File: config.mk
export PLATFORM = sky130hd
export DESIGN_NAME = bnn_dot_seq
export DESIGN_NICKNAME = d
export VERILOG_FILES = /design/src/rtl/bnn_pkg.sv /design/src/rtl/bnn.sv /design/src/rtl/bnn_dot_seq.sv
export SDC_FILE = /design/constraint.sdc
export NUM_CORES = 1
export LEC_CHECK = 0
export CORE_MARGIN = 5
export CORE_UTILIZATION = 29
export DETAILED_ROUTE_END_ITERATION = 8
export PLACE_DENSITY = 0.49
export SLEW_MARGIN = 25
export SYNTH_ARGS = -nofsm -noshare
export SYNTH_HDL_FRONTEND = slang
export SYNTH_SLANG_ARGS = --single-unit
File: constraint.sdc
create_clock -name clk -period 3.7 [get_ports clk]
set_input_delay 0.37 -clock clk [delete_from_list [all_inputs] [get_ports clk]]
set_output_delay 0.37 -clock clk [all_outputs]
set_load 0.02 [all_outputs]
File: src/rtl/bnn_pkg.sv
// Shared definitions for the binarized dot-product sequencer.
//   BNN_WORD_W      : operand word width fed to the XNOR-popcount unit
//   BNN_POP_W       : popcount width for one word (0..32 needs 6 bits)
//   bnn_seq_state_t : sequencer FSM states
package bnn_pkg;

  localparam int BNN_WORD_W = 32;
  localparam int BNN_POP_W  = 6;

  typedef enum logic [1:0] {
    IDLE  = 2'd0,
    RUN   = 2'd1,
    DRAIN = 2'd2,
    DONE  = 2'd3
  } bnn_seq_state_t;

endpackage

File: src/rtl/bnn.sv
// Combinational 32-bit XNOR-popcount unit.
// Counts the bit positions where the two operand words agree. This is
// the binarized (+1/-1) multiply-accumulate of one word pair.
// Ports:
//   a, b   : operand words
//   result : number of matching bit positions (0..32)
module bnn
  import bnn_pkg::*;
(
  input  logic [BNN_WORD_W-1:0] a,
  input  logic [BNN_WORD_W-1:0] b,
  output logic [BNN_POP_W-1:0]  result
);

  logic [BNN_WORD_W-1:0] match;

  assign match = ~(a ^ b);

  always_comb begin
    result = '0;
    for (int i = 0; i < BNN_WORD_W; i++) begin
      result = result + {{(BNN_POP_W-1){1'b0}}, match[i]};
    end
  end

endmodule

File: src/rtl/bnn_dot_seq.sv
// Multi-word binarized dot-product sequencer.
// A job of `len` operand-word pairs is accepted on `start`. Each pair
// passes through the XNOR-popcount unit into a one-stage pipeline
// register (pc_q/pc_v). The counts are summed into `acc`, and
// `act = acc >= threshold` is raised alongside the one-cycle `done`.
// Ports:
//   clk, reset_n      : clock (rising edge), async active-low reset
//   start, len,       : job request, and the word count and threshold
//   threshold           sampled when the request is accepted in IDLE
//   abort             : synchronous cancel, wins over everything else
//   op_a, op_b,       : operand pair stream
//   op_valid, op_ready
//   busy              : sequencer not IDLE
//   done              : one-cycle completion pulse
//   acc, act          : result; held until the next accepted start/abort
//   state_dbg         : current FSM state
//
// Handshake: a pair is consumed on a rising edge where op_valid and
// op_ready are both 1. op_ready depends only on state and abort, never
// on op_valid. A producer may hold op_valid low for any number of cycles.
// Pairs presented while op_ready is 0 are left untouched.
module bnn_dot_seq
  import bnn_pkg::*;
#(
  parameter  int LEN_W = 8,
  localparam int ACC_W = LEN_W + 6
) (
  input  logic                  clk,
  input  logic                  reset_n,
  input  logic                  start,
  input  logic [LEN_W-1:0]      len,
  input  logic [ACC_W-1:0]      threshold,
  input  logic                  abort,
  input  logic [BNN_WORD_W-1:0] op_a,
  input  logic [BNN_WORD_W-1:0] op_b,
  input  logic                  op_valid,
  output logic                  op_ready,
  output logic                  busy,
  output logic                  done,
  output logic [ACC_W-1:0]      acc,
  output logic                  act,
  output bnn_seq_state_t        state_dbg
);

  bnn_seq_state_t       state, state_nxt;
  logic [LEN_W-1:0]     remaining;
  logic [BNN_POP_W-1:0] pop;
  logic [BNN_POP_W-1:0] pc_q;
  logic                 pc_v;
  logic [ACC_W-1:0]     thr_q;
  logic [ACC_W-1:0]     acc_sum;
  logic                 accept;
  logic                 xfer;
  logic                 last_xfer;

  bnn u_bnn (
    .a      (op_a),
    .b      (op_b),
    .result (pop)
  );

  assign accept    = (state == IDLE) && start && !abort;
  assign xfer      = op_valid && op_ready;
  assign last_xfer = xfer && (remaining == LEN_W'(1));

  // Running sum including the popcount currently sitting in pc_q. In DRAIN
  // this is the final value, which lets `act` be registered together with
  // the last accumulate so both are valid during the DONE cycle.
  assign acc_sum = pc_v ? (acc + ACC_W'(pc_q)) : acc;

  assign state_dbg = state;

  // ---------------------------------------------------------------- FSM
  always_ff @(posedge clk or negedge reset_n) begin
    if (!reset_n) begin
      state <= IDLE;
    end else begin
      state <= state_nxt;
    end
  end

  always_comb begin
    state_nxt = state;
    // Dropping ready during abort keeps the cancelled cycle from looking
    // like a consumed pair to the producer.
    op_ready  = (state == RUN) && !abort;
    busy      = (state != IDLE);
    done      = (state == DONE);
    if (abort) begin
      state_nxt = IDLE;
    end else begin
      case (state)
        IDLE: begin
          if (start) begin
            state_nxt = (len != '0) ? RUN : DONE;
          end
        end
        RUN: begin
          if (last_xfer) begin
            state_nxt = DRAIN;
          end
        end
        DRAIN: state_nxt = DONE;
        DONE:  state_nxt = IDLE;
        default: state_nxt = IDLE;
      endcase
    end
  end

  // ----------------------------------------------------------- datapath
  always_ff @(posedge clk or negedge reset_n) begin
    if (!reset_n) begin
      acc       <= '0;
      act       <= 1'b0;
      pc_q      <= '0;
      pc_v      <= 1'b0;
      remaining <= '0;
      thr_q     <= '0;
    end else if (abort) begin
      // The in-flight popcount is dropped along with the partial sum.
      acc       <= '0;
      act       <= 1'b0;
      pc_v      <= 1'b0;
      remaining <= '0;
    end else begin
      acc  <= acc_sum;
      pc_v <= 1'b0;
      case (state)
        IDLE: begin
          if (start) begin
            acc       <= '0;
            remaining <= len;
            thr_q     <= threshold;
            // An empty job goes straight to DONE with acc = 0, so its
            // activation is simply 0 >= threshold.
            act       <= (len == '0) && (threshold == '0);
          end
        end
        RUN: begin
          if (xfer) begin
            pc_q      <= pop;
            pc_v      <= 1'b1;
            remaining <= remaining - LEN_W'(1);
          end
        end
        DRAIN: begin
          act <= (acc_sum >= thr_q);
        end
        default: ;
      endcase
    end
  end

endmodule

==> summary by stage, run 1 <==
Outcome
The run finished, with violations left. The final reports fail on setup timing.

Detailed routing
The routed length per instance is ~15 um. The residual DRC count is 0. The via density per instance is 4.538.

The routed layout has 3,145 vias. The count of nets left with antenna violations once routing finished came out at 0. The DRC violation total after the first TritonRoute iteration is 121.

The detailed-route wire length is 10,080 um. The first detailed-routing pass ran for 4 iterations.

Yosys
The number of flip-flops and latches in the synthesized netlist is 46. Synthesis handed over a netlist of 400 instances. Sorting the synthesized cells by area gives the leading types as sky130_fd_sc_hd__dfrtp_1 (29%), sky130_fd_sc_hd__fa_1 (13%), sky130_fd_sc_hd__ha_1 (11%).

The fraction of registers with async set or reset after synthesis is between 90% and 100%. When the netlist entered floorplanning its net count stood at 550. Synthesis instantiated 51 different standard cells from the library. The summed instance area of the synthesized netlist is 3916 um^2. The count of yosys warnings during synthesis is 0. The top cell type by area accounts for 29.39% of the synthesized area. Yosys mapped a number of flops with a built-in enable equal to 0. In the synthesized netlist the dominant register cell turns out to be sky130_fd_sc_hd__dfrtp_1. The average instance in the mapped netlist occupies ~9.8 um^2. The cell accounting for the most synthesized area is sky130_fd_sc_hd__dfrtp_1. The portion of the post-synthesis area used by sequential elements is between 20 and 30%.

CTS
The number of levels in the clock H-tree is 2. The TritonCTS clock tree is yes. The clock drives 46 sinks. The clock slew at the register clock pins of the worst setup and hold paths is 0.07 ns. In this run, CTS created clock tree buffers numbering 5.

The buffer depth of the longest clock path is 2. Clock tree synthesis selected as its root buffer the cell sky130_fd_sc_hd__clkbuf_16. The insertion delay to the later sink of the worst-skew pair is 0.29 ns.

Cells and area
The number of nets in the layout is 667. The library cell used most frequently in the layout, excluding fill and tap cells, is sky130_fd_sc_hd__clkdlybuf4s50_1. In the final layout, the share of cells above drive strength 1 is 15.47%. Fill cells in the final layout number 1,355.

The number of antenna diodes in the final layout is 0. The library cells used most frequently in the layout, excluding fill and tap cells, are sky130_fd_sc_hd__clkdlybuf4s50_1 (77), sky130_fd_sc_hd__inv_1 (51), sky130_fd_sc_hd__dfrtp_1 (46). The area growth from synthesis to layout is 39.33%.

Die
The initial utilization of the core area, before any placement, comes to 29.57%. The overall die height is 126.2 um. The total I/O pin count is 111. The number of rows created at floorplan is 42.

The core region is 13,240 um^2. The floorplan step set the die width to 126.2 um. The die covers ~16,000 um^2.

Setup path
The critical path arrival is roughly 5.0 ns. The setup path with the least slack is of type primary input to flip-flop. The category of the worst setup path launch point is a primary input. The largest individual stage delay along the critical path comes from the cell sky130_fd_sc_hd__fa_1. STA classifies the critical path endpoint as a flip-flop. The cell that appears most often on the critical path is sky130_fd_sc_hd__fa_1.

The peak fanout along the critical path is 2. Data on the critical path is required at its endpoint by 3.86 ns. Counting both buffers and inverters, the worst setup path holds a total of 5. Walking the worst path, the cells encountered are buf_6, xnor2_2, ha_1, inv_2, fa_1, fa_1, fa_1, fa_1, fa_1, inv_1, fa_1, fa_2, inv_2, fa_2, inv_1, a21o_1, a21oi_2, xor2_1, o21ai_1.

The worst stage delay on the critical path is 0.54 ns. Grouping stages by cell kind, the critical path spends the most delay in adder cells. The setup check on the worst reg-to-reg path leaves a slack of roughly 0.32 ns.

Timing
The worst setup skew after layout is 0.007530 ns. The number of hold-slack violations in the final timing report is 0. The max-slew violation count is 0.

Measured against its own limit, the worst slew margin works out to between 50% and 60%. Derived from the worst setup path, the maximum achievable clock frequency is roughly 0.21 GHz. The final count of negative-setup-slack endpoints is 6. After layout, the worst setup slack is -1.122 ns.

The slew at the pin closest to its max-slew limit is 0.6729 ns. For the finished layout, the period the worst path requires is 4.822 ns. The worst hold slack is 0.4169 ns. Of the available clock period, the critical path in the final layout requires 130.3%. Setup repair after global routing could not meet its margin everywhere.

Global routing
Entering global routing, the biggest net connects 43 pins. The number of global-route vias before repair is 3,318. For this run the aggregate overflow at the end of global routing stands at 0.

The first global-routing pass estimated 16,470 um of wire. The initial antenna violation count is 0. Global routing used roughly 13% of the available tracks across all layers.

Worst hold path
The tightest min-delay check is of the primary input to asynchronous set/reset pin type.

Place
The worst slack at placement is -1.784 ns. The total of buffers placed on input and output ports is 110. The sum of net half-perimeters after detailed placement is 8500 um.

The placer's final routability congestion estimate is 0.7968.

Run
The count of max-cap constraint violations is 0.

Power
In this run the static leakage power is 2.477 nW. The maximum vdd ir drop is 0.001083 V. The power per cell area is 898.4 nW/um^2.
[area by class of cell]
class                           count  area, um^2  share of cell area, %
Multi-Input combinational cell    288        2629                  48.18
Sequential cell                    46        1151                  21.10
Timing Repair Buffer              120        1110                  20.34
Tap cell                          176       220.2                  4.036
Inverter                           56       210.2                  3.852
Clock buffer                        6       128.9                  2.362
Clock inverter                      1       7.507                 0.1376
[report_power, final]
group | leakage (nW) | switching (W) | total [W] | internal, W
Sequential | 0.595 | 0.000136 | 0.000806 | 0.000670
Clock | 0.0629 | 0.000190 | 0.000437 | 0.000247
Combinational | 1.82 | 0.00184 | 0.00366 | 0.00181
Total | 2.48 | 0.00217 | 0.00490 | 0.00273
[kinds of logic after synthesis]
logic type / Yosys count / share of synthesized area, %
XOR/XNOR: 44 / 9.840
buffers and inverters: 66 / 6.773
AO/OA/AOI/OAI: 67 / 11.02
AND/OR/NAND/NOR: 96 / 13.13
flip-flops: 46 / 29.39
adder cells (fa/ha/maj): 59 / 23.64
multiplexers: 22 / 6.198
[registers in the layout (all words and copies together), names as in the netlist]
register	flops
pc_q	6
pc_v	1
acc	14
state_dbg	2
thr_q	14
remaining	8
act	1
[final timing paths]
check / depth (start not counted) / startpoint / endpoint
setup / recovery: 19 / op_b[1] / pc_q[4]
setup reg to reg: 14 / acc[0] / act
min in group clk: 2 / pc_q[2] / pc_q[2]
hold reg to reg: 2 / pc_q[2] / pc_q[2]
max in group asynchronous: 3 / reset_n / acc[2]
hold / removal: 2 / reset_n / state_dbg[1]
[synth_stat cells (4+ instances only)]
cell type                  number
sky130_fd_sc_hd__inv_1         56
sky130_fd_sc_hd__dfrtp_1       46
sky130_fd_sc_hd__ha_1          34
sky130_fd_sc_hd__nand2_1       28
sky130_fd_sc_hd__fa_1          25
sky130_fd_sc_hd__xor2_1        23
sky130_fd_sc_hd__xnor2_1       21
sky130_fd_sc_hd__o21ai_0       18
sky130_fd_sc_hd__mux2_2        16
sky130_fd_sc_hd__a21oi_1       15
sky130_fd_sc_hd__nor2_1        14
sky130_fd_sc_hd__and2_1        11
sky130_fd_sc_hd__nor3_1         8
sky130_fd_sc_hd__a211oi_1       7
sky130_fd_sc_hd__nand3_1        6
sky130_fd_sc_hd__nor4_1         6
sky130_fd_sc_hd__a21o_1         5
sky130_fd_sc_hd__buf_4          4
sky130_fd_sc_hd__clkbuf_1       4
sky130_fd_sc_hd__mux2i_1        4
sky130_fd_sc_hd__o31ai_1        4
[timing repair]
action | CTS | global route
endpoints found under the hold margin | 4 | 0
setup endpoints to repair | 6 | 6
pin swaps | 10 | 5
buffers inserted | 0 | 1
hold buffers | 1 | 0
gates resized for setup | 105 | 11
gates cloned | 0 | 0
[per-layer routing]
layer	GRT usage [%]	up-vias	routed length (um)
met3	2.710	14	301
met4	2.902	0	166
met2	22.00	62	5078
met1	16.53	1490	4530
li1	-	1579	-
met5	0	-	0
[metrics by stage]
| step | cell area (um^2) | total power, W | setup TNS [ns] | utilization (%) | std cells |
|---|---|---|---|---|---|
| floorplan | 3936 | 0.003122 | -5.546 | - | 400 |
| global placement | 5258 | 0.004072 | -9.242 | 39.70 | 684 |
| detailed placement | 5258 | 0.004169 | -9.689 | 39.70 | 684 |
| CTS | 5440 | 0.004789 | -5.655 | 41.08 | 692 |
| global route | 5456 | 0.005503 | -6.689 | 41.20 | 693 |
| finish | 5456 | 0.004902 | -5.873 | 41.20 | 693 |
(Power assumes the default switching activity.)
==> run 2: changes to the inputs <==
CAP_MARGIN = 10   (was unset)
==> results of run 2 <==
No change in the layout: final DEF, timing and power equal those of run 1.
==> run 3: changes to the inputs <==
HOLD_SLACK_MARGIN = 0.03   (was unset)
MAX_ROUTING_LAYER = met4   (was unset)
==> run 3 against run 2 <==
Effect of this change:
- the flow still finishes with violations (setup timing)
- clock skew barely moved
- clock-buffer cell count is the same
- register-to-register slack barely moved
- worst hold slack better by 0.0019 ns
- die area did not move
- cell area stayed put
- via count increased by 0.22%
- non-clock buffer count unchanged
- combinational power is essentially flat
- clock power about the same
- maximum frequency barely moved
- critical endpoint unchanged
- largest cell class unchanged
==> summary by stage, run 3 (synthesis results as in run 1) <==
Outcome
The run finished, with violations left. The final reports fail on setup timing.

Setup path
The endpoint kind of the worst setup timing path is a flip-flop. Traced cell by cell, the critical path runs through buf_6, xnor2_2, ha_1, inv_2, fa_1, fa_1, fa_1, fa_1, fa_1, inv_1, fa_1, fa_2, inv_2, fa_2, inv_1, a21o_1, a21oi_2, xor2_1, o21ai_1. The slowest stage of the critical path belongs to the cell sky130_fd_sc_hd__fa_1. STA puts the critical path data required time at 3.86 ns. In this design, the stage delay of the slowest critical-path cell is 0.54 ns. Data on the critical path arrives at its endpoint at ~5.0 ns. The critical path is of the primary input to flip-flop type. The peak fanout along the critical path is 2. STA classifies the critical path startpoint as a primary input.

The dominant cell type by count on the critical path is sky130_fd_sc_hd__fa_1.

CTS
The library cell used as clock root buffer is sky130_fd_sc_hd__clkbuf_16. The TritonCTS clock tree is yes. The clock passes through at most 2 buffers. The clock slew at the register clock pins of the worst setup and hold paths is 0.07 ns. The number of levels in the clock H-tree is 2. The later pin in the worst-skew pair is clocked with a latency of 0.29 ns.

Buffers inserted during clock tree synthesis total 5. The clock drives 46 sinks.

Timing
The max-slew headroom at the worst pin is 55.13%. The smallest setup slack after layout is -1.121 ns. Setup violations remaining at the end of the flow were counted as 6. The final worst-path cycle share is 130.3%. The max-slew violation count came to 0. The total negative slack for setup checks is -5.874 ns.

The worst setup skew after layout is 0.007292 ns. Setup repair after global routing could not meet its margin everywhere. Timing would allow up to 0.2074 GHz. At the pin with the least slew margin, the transition time is between 0.6 and 0.7 ns. The number of hold-slack violations in the final timing report is 0. The final critical path time including I/O delays and setup is 4.821 ns.

Detailed routing
The count of TritonRoute iterations in the first routing pass is 4. In the routed layout, each cell is associated on average with a via count of 4.548. For this block, the via count after detailed routing is 3,152. The routed length per instance is 14.58 um. The number of nets with antenna violations after routing is 0. For this block, the initial DRC count from the detailed router was approximately 160.

The residual DRC count is 0. Summed over all layers, the routed wires come to between 10,000 and 15,000 um.

Global routing
The initial antenna violation count was 0. The first global-routing pass estimated 16,460 um of wire. The number of global-route vias before repair is about 3,300. The largest net degree at the start of global routing is 43. Global routing finished with a remaining overflow of 0. The overall track demand over capacity in global routing is 13.14%.

Power
The total leakage power is 2.477 nW. The net switching power is 0.002173 W. The internal portion of total power is 0.002735 W. Of the total power, the clock network draws 8.9%. The fraction of power consumed by combinational cells is 74.7%. The power per cell area is 899.4 nW/um^2. The switching part of the total is 44.28%. IR analysis of the VDD net gives a maximum drop of roughly 0.0011 V.

The total power draw is 0.004907 W. Registers are responsible for 16.4% of the overall power.

Cells and area
The area used by multi-input combinational logic is 2629 um^2. The final cell utilization of the core is between 40% and 50%. Registers take 1151 um^2. The final cell count without fillers is 693. The library cell used most frequently in the layout, excluding fill and tap cells, is sky130_fd_sc_hd__clkdlybuf4s50_1. The number of inserted diodes is 0. The final-layout fill cell count is 1,355. The number of nets in the layout is 667. The relative area change from synthesis to final layout is 39.33%. In the layout the commonest cells are sky130_fd_sc_hd__clkdlybuf4s50_1 (77), sky130_fd_sc_hd__inv_1 (51), sky130_fd_sc_hd__dfrtp_1 (46). The largest registers in the layout are acc: 14 flops, thr_q: 14 flops, remaining: 8 flops. The fraction of final layout cells with drive strength greater than 1 is 15.47%.

Place
The placer's final routability congestion estimate is 0.8082. In this run the tool buffered the top-level ports with 110 buffer cells. The sum of net half-perimeters after detailed placement is 8500 um. Counting tap cells, the placed design contains a total of 684 instances.

Die
The total I/O pin count is 111. The overall die height is between 100 and 150 um. The area of the die is about 16,000 um^2. The number of rows created at floorplan is 42.

The floorplan step set the die width to 126.2 um. The starting density of the core is roughly 30%. The placeable core area is between 10,000 and 15,000 um^2.

Worst hold path
The class of the tightest hold or removal check is primary input to asynchronous set/reset pin.

Run
The count of max-cap constraint violations is 0.
[run 3: cell counts in the layout (fill, tap and decap cells not counted)]
Identical to the previous run, type by type.
[run 3: metrics by stage]
stage	instance area, um^2	worst slack [ns]	hold slack, ns
after global routing	5456	-1.304	0.4373
final	5456	-1.121	0.4188
after floorplan	3936	-1.124	0.07441
after global placement	5258	-1.686	0.1877
after CTS	5440	-1.118	0.4242
after detailed placement	5258	-1.784	0.1869
[run 3: final cells by class]
cell class              instances  share of cell area, %
multi-input cells             288                  48.18
flip-flops and latches         46                  21.10
repair buffers                120                  20.34
well taps                     176                  4.036
inverters                      56                  3.852
clock buffers                   6                  2.362
clock inverters                 1                 0.1376
[run 3: timing repair]
item / in CTS / in global routing
gates resized for setup: 105 / 11
pin swaps: 10 / 5
setup buffers: 0 / 1
hold buffers: 1 / 0
endpoints found under the hold margin: 4 / 0
endpoints found under the setup margin: 6 / 6
[run 3: layer usage]
layer	track usage, %	vias up	wire length [um]
met2	21.94	60	5073
li1	-	1578	-
met3	1.990	14	273
met4	3.470	0	170
met5	-	-	0
met1	16.71	1500	4584
[run 3: worst max-delay path: cells and delay by family]
| family | cells | cell delay (ns) |
|---|---|---|
| xor+xnor | 2 | 0.27 |
| fa+ha+maj | 9 | 3.70 |
| buf+inv | 5 | 0.30 |
| compound gates | 3 | 0.36 |
[run 3: worst paths after layout]
| path | startpoint | to | slack [ns] | depth (start not counted) |
|---|---|---|---|---|
| hold / removal | reset_n | state_dbg[1] | 0.42 | 2 |
| max in group asynchronous | reset_n | pc_q[3] | 2.51 | 3 |
| hold reg to reg | pc_q[2] | pc_q[2] | 0.50 | 2 |
| setup reg to reg | acc[0] | act | 0.31 | 14 |
| min in group clk | pc_q[2] | pc_q[2] | 0.50 | 2 |
| setup / recovery | op_b[1] | pc_q[4] | -1.12 | 19 |
[run 3: power groups by stage]
stage	clock network (W)	logic, W	registers [W]
after global placement	0	0.00326	0.000812
final	0.000438	0.00366	0.000806
after floorplan	0	0.00234	0.000783
after CTS	0.000453	0.00353	0.000807
after detailed placement	0	0.00335	0.000817
after global routing	0.000477	0.00419	0.000832
==> edit (flow settings as in run 3) <==
The package constant `BNN_WORD_W` goes from 32 to 40.
--- a/src/rtl/bnn_pkg.sv
+++ b/src/rtl/bnn_pkg.sv
@@ -4,7 +4,7 @@
 //   bnn_seq_state_t : sequencer FSM states
 package bnn_pkg;
 
-  localparam int BNN_WORD_W = 32;
+  localparam int BNN_WORD_W = 40;
   localparam int BNN_POP_W  = 6;
 
   typedef enum logic [1:0] {
Interface: changed (resized op_a and op_b); port bits go from 111 to 127. No check against the original RTL was run, so the function may have changed too.
==> edit against run 3 <==
  * The run still ends with negative setup slack left
  * Sequential share of layout area decreased by 1.2 points
  * Sequential cell count unchanged
  * Non-clock buffer count increased by 11
  * Die area increased by 4.9%
  * Cell area increased by 6.2%
  * Clock power decreased by 1%
  * Register-to-register slack improved by 0.33 ns
  * Power increased by 32%
  * First-iteration DRC count decreased by 30%
  * Wire length decreased by 1.0%
  * Setup slack got worse by 0.48 ns
  * Area after synthesis increased by 5.4%
  * Cell count increased by 3.6%
  * Critical path type unchanged
  * Largest cell class unchanged
==> edit: results (changes against run 3) <==
Routing
  – DR vias: 3,225 (+2.3%)
  – Post-Route WL: 10000 um (-1.0%)

Placement
  – Pre-CTS setup slack: -2.26 ns (-0.478 ns)
  – Cell Area, Placed: 5610 um^2 (+6.6%)
  – Port Buf Inserts: 126 (+15%)
  – Placer Congestion: 0.788 (-2.5%)

Global routing
  – Vias in the first global route: 3,488 (+5.0%)
  – Largest net degree at the start of global routing: 47 (+9.3%)
  – Global-route wire length before repair: 16,300 um (-0.67%)

Synth
  – Post-synth top cells: inv_1, dfrtp_1, ha_1, xor2_1, fa_1
  – Mapped Nets: 586 (+6.5%)
  – Post-synth cell types: 42 (-18%)
  – Largest cells by area after synthesis: dfrtp_1, fa_1, ha_1
  – Register area share after synthesis: 27.9% (-1.5 points)

Status
  – Failing checks: negative setup slack
  – Status: complete, but fails checks

STA
  – Final setup violation count: 6 (unchanged)
  – Clk_skew: 0.00773 ns (+0.000440 ns)
  – Setup WS post-layout: -1.60 ns (-0.476 ns)
  – Hold slack: 0.0897 ns (-0.329 ns)
  – Setup tns final: -8.73 ns (-2.86 ns)

Setup path
  – Arrival time worst endpoint: 5.46 ns (+0.47 ns)
  – Setup slack, reg-to-reg: 0.64 ns (+0.33 ns)

Cells and area
  – Final Net Count: 715 (+7.2%)
  – Ratio of cells with drive above 1 in the final layout: 11.9% (-3.6 points)

Power
  – Peak VDD IR: 1.53 mV (+41%)
[edit: cell types whose count changed after synthesis, moves of 4 or more]
cell	delta
and2_1	-11
nor2b_1	+11
fa_1	+7
nand2_1	-6
inv_1	+5
buf_4	-4
xor2_1	+13
ha_1	+4
[edit: worst max-delay path: stages]
cell and delay (ns):
buf_2 0.11, xor2_2 0.17, fa_1 0.50, fa_1 0.51, fa_1 0.54, inv_1 0.05, fa_1 0.49, inv_2 0.05
fa_1 0.50, fa_1 0.49, inv_1 0.05, fa_1 0.45, fa_2 0.38, inv_2 0.07, fa_2 0.20, inv_1 0.04
a21o_1 0.15, a21oi_2 0.12, xor2_1 0.14, o21ai_1 0.07
[edit: layout make-up]
cell class,count,area (um^2),share of cell area [%]
multi-input combinational,293,2800,48.3
timing repair buffer,131,1250,21.6
sequential,46,1150,19.9
inverter,61,229,3.95
tap,180,225,3.89
clock buffer,6,129,2.22
clock inverter,1,7.51,0.130
[edit: routing by layer]
layer  track usage (%)  part of all wire, %  vias up  wire length, um
met5                 -                    0        -                0
met4              3.03                  1.1        0              111
met3              2.39                  4.6       10              460
met2              21.4                   51       68             5130
met1              15.6                   43     1533             4300
li1                  -                    -     1614                -
[edit: kinds of logic (layout without fill, tap and decap cells)]
logic type,Yosys count,after routing,synth area share (%)
xor+xnor,54,54,11.5
simple gates,83,83,10.3
compound gates,62,62,10.4
fa+ha+maj,70,70,27.0
buf+inv,70,199,6.52
flops,46,46,27.9
mux,24,24,6.40
[edit: power by group]
| group | switching (mW) | total (mW) | internal (mW) |
|---|---|---|---|
| Clock | 0.185 | 0.432 | 0.247 |
| Combinational | 2.55 | 5.27 | 2.73 |
| Sequential | 0.124 | 0.785 | 0.661 |
| Total | 2.86 | 6.49 | 3.63 |
[edit: worst paths after layout]
kind                                          start                        to  cells past startpoint
max                                        op_a[34]       pc_q[4]$_DFFE_PN0P_                     20
min                                         reset_n     thr_q[13]$_DFFE_PN0P_                      1
max reg2reg                        acc[0]$_DFF_PN0_           act$_DFFE_PN0P_                     11
min reg2reg                remaining[6]$_DFFE_PN0P_  remaining[6]$_DFFE_PN0P_                      2
max in group asynchronous                   reset_n       pc_q[5]$_DFFE_PN0P_                      1
min in group clk           remaining[6]$_DFFE_PN0P_  remaining[6]$_DFFE_PN0P_                      2
[edit: stage by stage]
stage | std cells | power (mW) | utilization [%]
finish | 718 | 6.49 | 41.6
global route | 718 | 7.40 | 41.6
CTS | 716 | 6.37 | 41.2
detailed placement | 709 | 5.60 | 40.2
global placement | 709 | 5.60 | 40.2
floorplan | 409 | 4.34 | -
[edit: repair_timing]
item / 4_1_cts / 5_1_grt
pin swaps: 21 / 13
gates resized for setup: 82 / 15
endpoints found under the setup margin: 6 / 6
hold endpoints to repair: 0 / 0
setup buffers: 0 / 2
